**src/rtl/beamformer_pkg.sv**
```systemverilog
// ---------------------------------------------------------------------------
// beamformer_pkg
// Shared constants and types for the delay-and-sum beamformer controller.
//   NUM_CHANNELS   : number of channel buffers walked per frame (1..8)
//   NUMBER_OF_BITS : two's complement sample width
//   BUFFER_SIZE    : depth of each channel buffer
//   IDX_W          : read-index width (one spare bit so the serial shadow can
//                    hold values past the buffer end; those get clamped)
//   SUM_W          : beam-sum width, wide enough that the sum never overflows
// ---------------------------------------------------------------------------
package beamformer_pkg;

  localparam int NUM_CHANNELS   = 2;
  localparam int NUMBER_OF_BITS = 8;
  localparam int BUFFER_SIZE    = 16;
  localparam int IDX_W          = $clog2(BUFFER_SIZE) + 1;
  localparam int SUM_W          = NUMBER_OF_BITS + $clog2(NUM_CHANNELS);

  // The config select field is 3 bits, so storage is sized for 8 channels.
  localparam int CH_W   = 3;
  localparam int MAX_CH = 8;

  typedef enum logic [1:0] {
    ST_IDLE = 2'd0,
    ST_RUN  = 2'd1,
    ST_DONE = 2'd2
  } seq_state_e;

  // Limit a shadow delay to the last valid buffer slot.
  function automatic logic [IDX_W-1:0] clamp_index(input logic [IDX_W-1:0] v);
    logic [IDX_W-1:0] lim;
    lim = IDX_W'(BUFFER_SIZE - 1);
    if (v > lim) begin
      return lim;
    end else begin
      return v;
    end
  endfunction

endpackage

```
**src/rtl/cfg_edge_sync.sv**
```systemverilog
// ---------------------------------------------------------------------------
// cfg_edge_sync
// Brings the slow serial config pins into the clk domain.
//   clk_i, rst_ni : system clock, synchronous active-low reset
//   cfg_clk_i     : serial config clock from pin (asynchronous)
//   cfg_data_i    : serial config data bit
//   cfg_sel_i     : target channel of the shift
//   rise_o        : one-cycle pulse per rising edge of the synced cfg clock
//   data_o, sel_o : synced data/select, aligned with rise_o
// Every pin goes through the same two-flop chain, so data and select captured
// alongside a clock edge stay aligned with that edge.
// ---------------------------------------------------------------------------
module cfg_edge_sync #(
  parameter int SEL_W = 3
) (
  input  logic             clk_i,
  input  logic             rst_ni,
  input  logic             cfg_clk_i,
  input  logic             cfg_data_i,
  input  logic [SEL_W-1:0] cfg_sel_i,
  output logic             rise_o,
  output logic             data_o,
  output logic [SEL_W-1:0] sel_o
);

  logic [1:0]       clk_sync_q;
  logic             clk_prev_q;
  logic [1:0]       data_sync_q;
  logic [SEL_W-1:0] sel_meta_q;
  logic [SEL_W-1:0] sel_sync_q;
  logic             rise_q;
  logic             data_q;
  logic [SEL_W-1:0] sel_q;

  // Two-flop synchronizers, edge history and registered aligned outputs
  always_ff @(posedge clk_i) begin
    if (!rst_ni) begin
      clk_sync_q  <= 2'b00;
      clk_prev_q  <= 1'b0;
      data_sync_q <= 2'b00;
      sel_meta_q  <= '0;
      sel_sync_q  <= '0;
      rise_q      <= 1'b0;
      data_q      <= 1'b0;
      sel_q       <= '0;
    end else begin
      clk_sync_q  <= {clk_sync_q[0], cfg_clk_i};
      clk_prev_q  <= clk_sync_q[1];
      data_sync_q <= {data_sync_q[0], cfg_data_i};
      sel_meta_q  <= cfg_sel_i;
      sel_sync_q  <= sel_meta_q;
      rise_q      <= clk_sync_q[1] & ~clk_prev_q;
      data_q      <= data_sync_q[1];
      sel_q       <= sel_sync_q;
    end
  end

  assign rise_o = rise_q;
  assign data_o = data_q;
  assign sel_o  = sel_q;

endmodule

```
**src/rtl/beam_delay_sequencer.sv**
```systemverilog
// ---------------------------------------------------------------------------
// beam_delay_sequencer
// Holds per-channel delays loaded over the serial config pins, commits them at
// each frame boundary, then walks the channel buffers once per frame and sums
// the returned samples into a signed beam sum.
//   clk, rst_n      : system clock, synchronous active-low reset
//   frame_strobe    : new sample written into all channel buffers
//   cfg_clk/data/sel: serial delay loading (async to clk), MSB first
//   buf_chan_sel    : channel buffer currently addressed
//   buf_read_index  : read index presented to that buffer
//   buf_data        : combinational read data from that buffer
//   sum_out         : beam sum of the last completed frame
//   sum_valid       : one-cycle pulse when sum_out updates
//   busy            : frame being sequenced
//   frame_overrun   : sticky, frame_strobe arrived while busy
// ---------------------------------------------------------------------------
module beam_delay_sequencer
  import beamformer_pkg::*;
(
  input  logic                      clk,
  input  logic                      rst_n,
  input  logic                      frame_strobe,
  input  logic                      cfg_clk,
  input  logic                      cfg_data,
  input  logic [CH_W-1:0]           cfg_sel,
  output logic [CH_W-1:0]           buf_chan_sel,
  output logic [IDX_W-1:0]          buf_read_index,
  input  logic [NUMBER_OF_BITS-1:0] buf_data,
  output logic [SUM_W-1:0]          sum_out,
  output logic                      sum_valid,
  output logic                      busy,
  output logic                      frame_overrun
);

  localparam logic [CH_W-1:0] LAST_CH    = CH_W'(NUM_CHANNELS - 1);
  localparam logic [CH_W-1:0] ONE_CH     = CH_W'(1);
  localparam int              NCH_INT    = NUM_CHANNELS;
  localparam logic [CH_W:0]   NUM_CH_EXT = NCH_INT[CH_W:0];

  logic                     cfg_rise_s;
  logic                     cfg_data_s;
  logic [CH_W-1:0]          cfg_sel_s;
  logic [IDX_W-1:0]         shadow_q [MAX_CH];
  logic [IDX_W-1:0]         shadow_d [MAX_CH];
  logic [IDX_W-1:0]         active_q [MAX_CH];
  seq_state_e               state_q;
  logic [CH_W-1:0]          ch_q;
  logic [CH_W-1:0]          ch_next_s;
  logic signed [SUM_W-1:0]  acc_q;
  logic signed [SUM_W-1:0]  data_ext_s;
  logic [CH_W-1:0]          chan_sel_q;
  logic [IDX_W-1:0]         idx_q;
  logic [SUM_W-1:0]         sum_q;
  logic                     valid_q;
  logic                     busy_q;
  logic                     overrun_q;

  cfg_edge_sync #(
    .SEL_W (CH_W)
  ) u_cfg_sync (
    .clk_i      (clk),
    .rst_ni     (rst_n),
    .cfg_clk_i  (cfg_clk),
    .cfg_data_i (cfg_data),
    .cfg_sel_i  (cfg_sel),
    .rise_o     (cfg_rise_s),
    .data_o     (cfg_data_s),
    .sel_o      (cfg_sel_s)
  );

  assign data_ext_s = SUM_W'($signed(buf_data));
  assign ch_next_s  = ch_q + ONE_CH;

  // Next shadow contents: one MSB-first shift into an in-range channel
  always_comb begin
    for (int i = 0; i < MAX_CH; i++) begin
      shadow_d[i] = shadow_q[i];
    end
    if (cfg_rise_s && ({1'b0, cfg_sel_s} < NUM_CH_EXT)) begin
      shadow_d[cfg_sel_s] = {shadow_q[cfg_sel_s][IDX_W-2:0], cfg_data_s};
    end else begin
      shadow_d[0] = shadow_q[0];
    end
  end

  // Shadow delay registers, written only by the config path
  always_ff @(posedge clk) begin
    if (!rst_n) begin
      for (int i = 0; i < MAX_CH; i++) begin
        shadow_q[i] <= '0;
      end
    end else begin
      for (int i = 0; i < MAX_CH; i++) begin
        shadow_q[i] <= shadow_d[i];
      end
    end
  end

  // Frame sequencer: commit, walk channels, accumulate, publish the sum.
  // Commit samples shadow_q, so a shift landing on the same edge is deferred
  // to the next frame.
  always_ff @(posedge clk) begin
    if (!rst_n) begin
      state_q    <= ST_IDLE;
      ch_q       <= '0;
      acc_q      <= '0;
      chan_sel_q <= '0;
      idx_q      <= '0;
      sum_q      <= '0;
      valid_q    <= 1'b0;
      busy_q     <= 1'b0;
      overrun_q  <= 1'b0;
      for (int i = 0; i < MAX_CH; i++) begin
        active_q[i] <= '0;
      end
    end else begin
      valid_q <= 1'b0;
      case (state_q)
        ST_IDLE: begin
          if (frame_strobe) begin
            for (int i = 0; i < MAX_CH; i++) begin
              if (i < NUM_CHANNELS) begin
                active_q[i] <= clamp_index(shadow_q[i]);
              end else begin
                active_q[i] <= '0;
              end
            end
            ch_q       <= '0;
            acc_q      <= '0;
            chan_sel_q <= '0;
            idx_q      <= clamp_index(shadow_q[0]);
            busy_q     <= 1'b1;
            state_q    <= ST_RUN;
          end else begin
            state_q <= ST_IDLE;
          end
        end
        ST_RUN: begin
          if (frame_strobe) begin
            overrun_q <= 1'b1;
          end else begin
            overrun_q <= overrun_q;
          end
          acc_q <= acc_q + data_ext_s;
          if (ch_q == LAST_CH) begin
            state_q <= ST_DONE;
          end else begin
            // Present the next channel's committed index for the next cycle.
            ch_q       <= ch_next_s;
            chan_sel_q <= ch_next_s;
            idx_q      <= active_q[ch_next_s];
            state_q    <= ST_RUN;
          end
        end
        ST_DONE: begin
          if (frame_strobe) begin
            overrun_q <= 1'b1;
          end else begin
            overrun_q <= overrun_q;
          end
          sum_q      <= acc_q;
          valid_q    <= 1'b1;
          busy_q     <= 1'b0;
          ch_q       <= '0;
          chan_sel_q <= '0;
          idx_q      <= active_q[0];
          state_q    <= ST_IDLE;
        end
        default: begin
          busy_q     <= 1'b0;
          ch_q       <= '0;
          chan_sel_q <= '0;
          idx_q      <= active_q[0];
          state_q    <= ST_IDLE;
        end
      endcase
    end
  end

  assign buf_chan_sel   = chan_sel_q;
  assign buf_read_index = idx_q;
  assign sum_out        = sum_q;
  assign sum_valid      = valid_q;
  assign busy           = busy_q;
  assign frame_overrun  = overrun_q;

endmodule
```
**config.mk**
```make
export PLATFORM = sky130hd
export DESIGN_NAME = beam_delay_sequencer
export DESIGN_NICKNAME = d
export VERILOG_FILES = /design/src/rtl/beamformer_pkg.sv /design/src/rtl/cfg_edge_sync.sv /design/src/rtl/beam_delay_sequencer.sv
export SDC_FILE = /design/constraint.sdc
export NUM_CORES = 1
export LEC_CHECK = 0
export ABC_AREA = 1
export BUFFER_PORTS_ARGS = -buffer_cell sky130_fd_sc_hd__buf_2
export CAP_MARGIN = 20
export CORE_MARGIN = 2
export CORE_UTILIZATION = 58
export CTS_CLUSTER_DIAMETER = 80
export DETAILED_ROUTE_END_ITERATION = 6
export HOLD_SLACK_MARGIN = 0.1
export PLACE_DENSITY = 0.84
export SYNTH_ARGS = -nofsm -noshare
export SYNTH_HDL_FRONTEND = slang
export SYNTH_SLANG_ARGS = --single-unit
```
**constraint.sdc**
```tcl
create_clock -name clk -period 1.9 [get_ports clk]
set_input_delay 0.475 -clock clk [delete_from_list [all_inputs] [get_ports clk]]
set_output_delay 0.475 -clock clk [all_outputs]
set_load 0.03 [all_outputs]
```
# Word level (Yosys, flattened, before mapping)
# Memories as Yosys holds them, arrays and structs flattened. A register that Yosys moved wholly into a read port is not among the register bits.
# Index checks and enable logic that the tools add are counted.
[totals]
mem_bits_rw = 80
mem_count = 2
output_inout_bits = 20
ff_bits = 47
word_cells = 108
[memory_table]
columns = ["memory", "words", "width", "read_ports", "rd_ports_with_merged_regs", "wr", "line", "rtl"]
rows = [
  ["active_q", 8, 5, 2, 0, 8, "beam_delay_sequencer.sv:45", "logic [IDX_W-1:0] active_q [MAX_CH];"],
  ["shadow_q", 8, 5, 9, 1, 8, "beam_delay_sequencer.sv:43", "logic [IDX_W-1:0] shadow_q [MAX_CH];"],
]
[op_classes]
eq_ne = 5
order_cmp = 5
bitwise_logic = 20
n_reduce_logical = 9
add_sub_neg = 2
n_mux = 49
[op_table]
columns = ["op", "n"]
rows = [
  ["two-way mux 5 bit", 27],
  ["bitwise mux 40 bit", 1],
  ["two-way mux 35 bit", 1],
  ["case mux 9 bit (2 select lines)", 1],
  ["OR 1 bit", 16],
  ["demux 5 bit (select 3 bit)", 1],
  ["greater-than comparator 5 x 4 -> 1 bit (second input constant)", 2],
  ["case mux 5 bit (2 select lines)", 1],
  ["adder 9 x 8 -> 9 bit", 1],
  ["two-way mux 1 bit", 9],
  ["two-way mux 3 bit", 3],
  ["two-way mux 9 bit", 1],
  ["AND reduction 2 bit", 4],
  ["case mux 3 bit (2 select lines)", 1],
  [">= comparator 4 bit (second input constant)", 1],
  ["< comparator 4 x 1 -> 1 bit (second input constant)", 1],
  ["inequality test 2 bit (second input constant)", 2],
  ["inverter 3 -> 4 bit", 1],
  ["case mux 2 bit (2 select lines)", 1],
  ["adder 3 x 1 -> 3 bit (second input constant)", 1],
  ["equality test 3 x 1 -> 1 bit (second input constant)", 1],
  ["< comparator 3 x 2 -> 1 bit (second input constant)", 1],
  ["equality test 2 x 1 -> 1 bit (second input constant)", 1],
  ["equality test 2 bit (second input constant)", 1],
  ["other kinds (8)", 10],
]

# Longest topological paths before layout
[depth]
ltp_word = 8
mapped_depth = 10
mapped_depth_nobuf = 9

# Cells and area by module
# From an unflattened synthesis, not the netlist that was laid out.
[unflattened]
cells_unflattened = 485
area_unflattened_um2 = 3817.4
[modules_own_cells]
columns = ["mod", "instances", "cells_per_inst", "area_each_um2"]
rows = [
  ["beam_delay_sequencer", 1, 437, 3369.5],
  ["cfg_edge_sync", 1, 48, 447.9],
]

# Worst setup path after synthesis
# No wires, ideal clock.
[synth_timing]
path_type = "input to register"
start = "input buf_data[0]"
end = "register acc_q[8]"
path_buffers = 0
setup_time_ns = 0.132
arrival_time_ns = 1.479
stages = 8
path_slack_ns = 0.288
path_cell_list = "ha_1 > fa_1 > nand2_1 > nand2_1 > nand3_1 > nand3_1 > nand3_1 > a21oi_1"
[synth_between]
elab_chain_len = 2
[synth_rtl]
columns = ["item", "line", "rtl"]
rows = [
  ["from (decl)", "beam_delay_sequencer.sv:28", "input logic [NUMBER_OF_BITS-1:0] buf_data,"],
  ["adder 9 x 8 -> 9 bit", "beam_delay_sequencer.sv:144", "acc_q <= acc_q + data_ext_s;"],
  ["case mux 9 bit (2 select lines)", "beam_delay_sequencer.sv:118", "case (state_q)"],
  ["to (signal assigned)", "beam_delay_sequencer.sv:144", ""],
  ["to (decl)", "beam_delay_sequencer.sv:49", "logic signed [SUM_W-1:0] acc_q;"],
]
# Every way passes these cells.
# A chain may end at the register's enable or synchronous reset.

# Worst setup path in the final report
[layout_timing]
start = "register state_q[1]"
end = "register acc_q[7]"
[layout_between]
elab_chain_len = 3
[layout_rtl]
columns = ["item", "line", "rtl"]
rows = [
  ["from (decl)", "beam_delay_sequencer.sv:46", "seq_state_e state_q;"],
  ["from (signal assigned)", "beam_delay_sequencer.sv:104", "state_q <= ST_IDLE;"],
  ["from (signal assigned)", "beam_delay_sequencer.sv:133", "state_q <= ST_RUN;"],
  ["from (signal assigned)", "beam_delay_sequencer.sv:135", "state_q <= ST_IDLE;"],
  ["equality test 2 x 1 -> 1 bit or logical NOT 2 bit (tied branches)", "beam_delay_sequencer.sv:118", ""],
  ["nonzero test 2 bit (no source line) or inequality test 2 bit (tied branches)", "-", ""],
  ["AND reduction 2 bit (no source line)", "-", ""],
]
# Several ways; a longest one is shown, not always the timed one.

==> metrics.yaml <==
wl_per_cell_um: 11.4
vias: 3094
worst_slew_pin_slew_ps: 505
ctsResizeCount: 0
slew_headroom: 0.663
io_buffers: 35
maxCapViolCount: 0
grt_max_degree: 49
synth_common_cells: "nand2_1, inv_1, dfxtp_1"
grt_pass1_wl_um: 12000
synth_sequential_area_ratio: 0.498
max_freq_mhz: 604
synth_area_leaders: "dfxtp_1, nand2_1, inv_1"
rows: 29
yosysTopAreaCellShare: 0.421
drive_above_1_share: 0.124
clock_latency_ps: 350
multi_input_area_um2: 1530
nNetsFinal: 568
holdCritPathClass: "input port to register"
required_ps: 2120
grt_pass1_vias: 2796
area_growth_pct: 10.4
cts-root-buf: "clkbuf_8"
dieHeight_um: 85.5
path_clk_slew_ps: 80
clock-sinks: 91
hold_depth: 3
cts_setup_buffers: 0
diodes: 0
maxSlewViolCount: 0
cts_tree: "done"
synth_edf_count: 10
fillerInstances: 527
critPathKind: "register to register"
ys_seq_elements: 91
overflow: 0
finalHoldViolations: 0
initial_core_util: 0.604
period_share: 0.871
synth.largest_area_cell: "dfxtp_1"
ys_types: 35
synthArstFlopShare: 0
seqCellArea_um2: 1920
grt_use_total: 0.206
io_pins: 36
rsz0062_at_grt: "false"
dp_hpwl_um: 5120
crit_path_max_fanout: 9
avgSynthCellArea_um2: 7.68
clk_path_buf_depth: 2
via_per_inst: 5.00
synth_ff_type: "dfxtp_1"
routed_wl_um: 7060
drt_iter0_markers: 138
drc: 0
die-area_um2: 7320
place.gp.congestion: 0.908
r2r_cells: 7
min_period_ps: 1660
critPathArrivalTime_ps: 1870
final_antenna_net_count: 0
htree_num_levels: 3
die_w_um: 85.5
fin_worst_skew_ps: 11.1
cts_buffers: 9
ir_drop_uv: 700
power_leakage_nw: 2.21
status: "finished clean"
synth_area_um2: 3860
antenna_found_initial: 0
fin_setup_tns_ps: 0
crit_path_start_kind: "register"
powerDensity_nw_per_um2: 858
cts_hold_buf: 0
p_total_mw: 3.65
syn-instance-count: 502
setup_violations: 0
yosysMostFrequentCell: "nand2_1"
crit_path_end_kind: "register"
first_pass_iters: 4
yosysWarnings: 0
core_um2: 6390
## cell usage in the layout (no fill, tap or decap), types with 2 or more instances in the layout
| cell type | instances |
|---|---|
| nand2_1 | 108 |
| inv_1 | 83 |
| dfxtp_1 | 81 |
| nor2_1 | 59 |
| o21ai_0 | 44 |
| buf_2 | 35 |
| a21oi_1 | 34 |
| nand3_1 | 18 |
| ha_1 | 13 |
| clkbuf_8 | 11 |
| edfxtp_1 | 10 |
| o21ai_1 | 8 |
| or2_2 | 4 |
| nor2_4 | 3 |
| o22ai_1 | 3 |
| inv_2 | 2 |
| nand2_2 | 2 |
| clkinv_1 | 2 |
| conb_1 | 2 |
| clkinv_2 | 2 |
## routing by layer
metal | wire [um] | vias up | GRT usage | part of all wire
li1 | - | 1630 | - | -
met1 | 3290 | 1401 | 0.263 | 0.47
met2 | 3370 | 54 | 0.339 | 0.48
met3 | 317 | 9 | 0.0558 | 0.045
met4 | 80 | 0 | 0.0678 | 0.011
met5 | 0 | - | 0 | 0
## power breakdown
part | internal (mW) | leakage (nW) | switching, mW
Clock | 0.537 | 0.0912 | 0.632
Combinational | 0.141 | 1.36 | 0.285
Sequential | 2.01 | 0.765 | 0.0472
## cells by family after synthesis
group                    share of synthesized area
AND/OR/NAND/NOR                              0.215
buffers and inverters                        0.105
AO/OA/AOI/OAI                                0.129
flip-flops                                   0.498
adder cells (fa/ha/maj)                     0.0474
XOR/XNOR                                   0.00454
other                                     0.000972
## critical path, cell delays in order (launching register included)
cell and delay, ps:
dfxtp_1 310, inv_1 70, ha_1 320, inv_1 100, o21ai_0 190, clkinv_1 310
nand2_1 160, a21oi_1 70
## metrics by stage
| step | cells | setup WS (ps) | hold WS [ps] | cell area, um^2 | utilization |
|---|---|---|---|---|---|
| finish | 619 | 245 | 300 | 4260 | 0.667 |
| global route | 619 | 60.0 | 283 | 4260 | 0.667 |
| CTS | 619 | 259 | 286 | 4260 | 0.667 |
| detailed placement | 604 | 38.6 | 381 | 4080 | 0.639 |
| global placement | 604 | 109 | 375 | 4080 | 0.639 |
| floorplan | 503 | 288 | 368 | 3860 | - |
## sequential cells by signal, indices dropped and copies added, names as in the netlist
name                    flops
frame_overrun               1
buf_read_index              5
u_cfg_sync.sel_sync_q       3
shadow_q                   34
u_cfg_sync.clk_sync_q       2
u_cfg_sync.rise_o           1
u_cfg_sync.sel_o            3
sum_valid                   1
u_cfg_sync.data_o           1
busy                        1
acc_q                       9
u_cfg_sync.data_sync_q      2
buf_chan_sel                3
state_q                     2
active_q                   10
u_cfg_sync.sel_meta_q       3
u_cfg_sync.clk_prev_q       1
sum_out                     9
## worst paths after layout
check	from	end	slack, ps
worst max-delay path	state_q[1]	acc_q[7]	240
worst min-delay path	cfg_sel[2]	u_cfg_sync.sel_meta_q[2]	300
worst max register to register	state_q[1]	acc_q[7]	240
worst min register to register	u_cfg_sync.clk_prev_q	u_cfg_sync.rise_o	380
## cell type report
type | count | share of cell area
clock buffers | 11 | 0.0356
well taps | 77 | 0.0226
repair buffers | 37 | 0.0476
inverters | 87 | 0.0767
multi-input cells | 312 | 0.360
flip-flops and latches | 91 | 0.451
clock inverters | 4 | 0.00617
(Power assumes the default switching activity.)
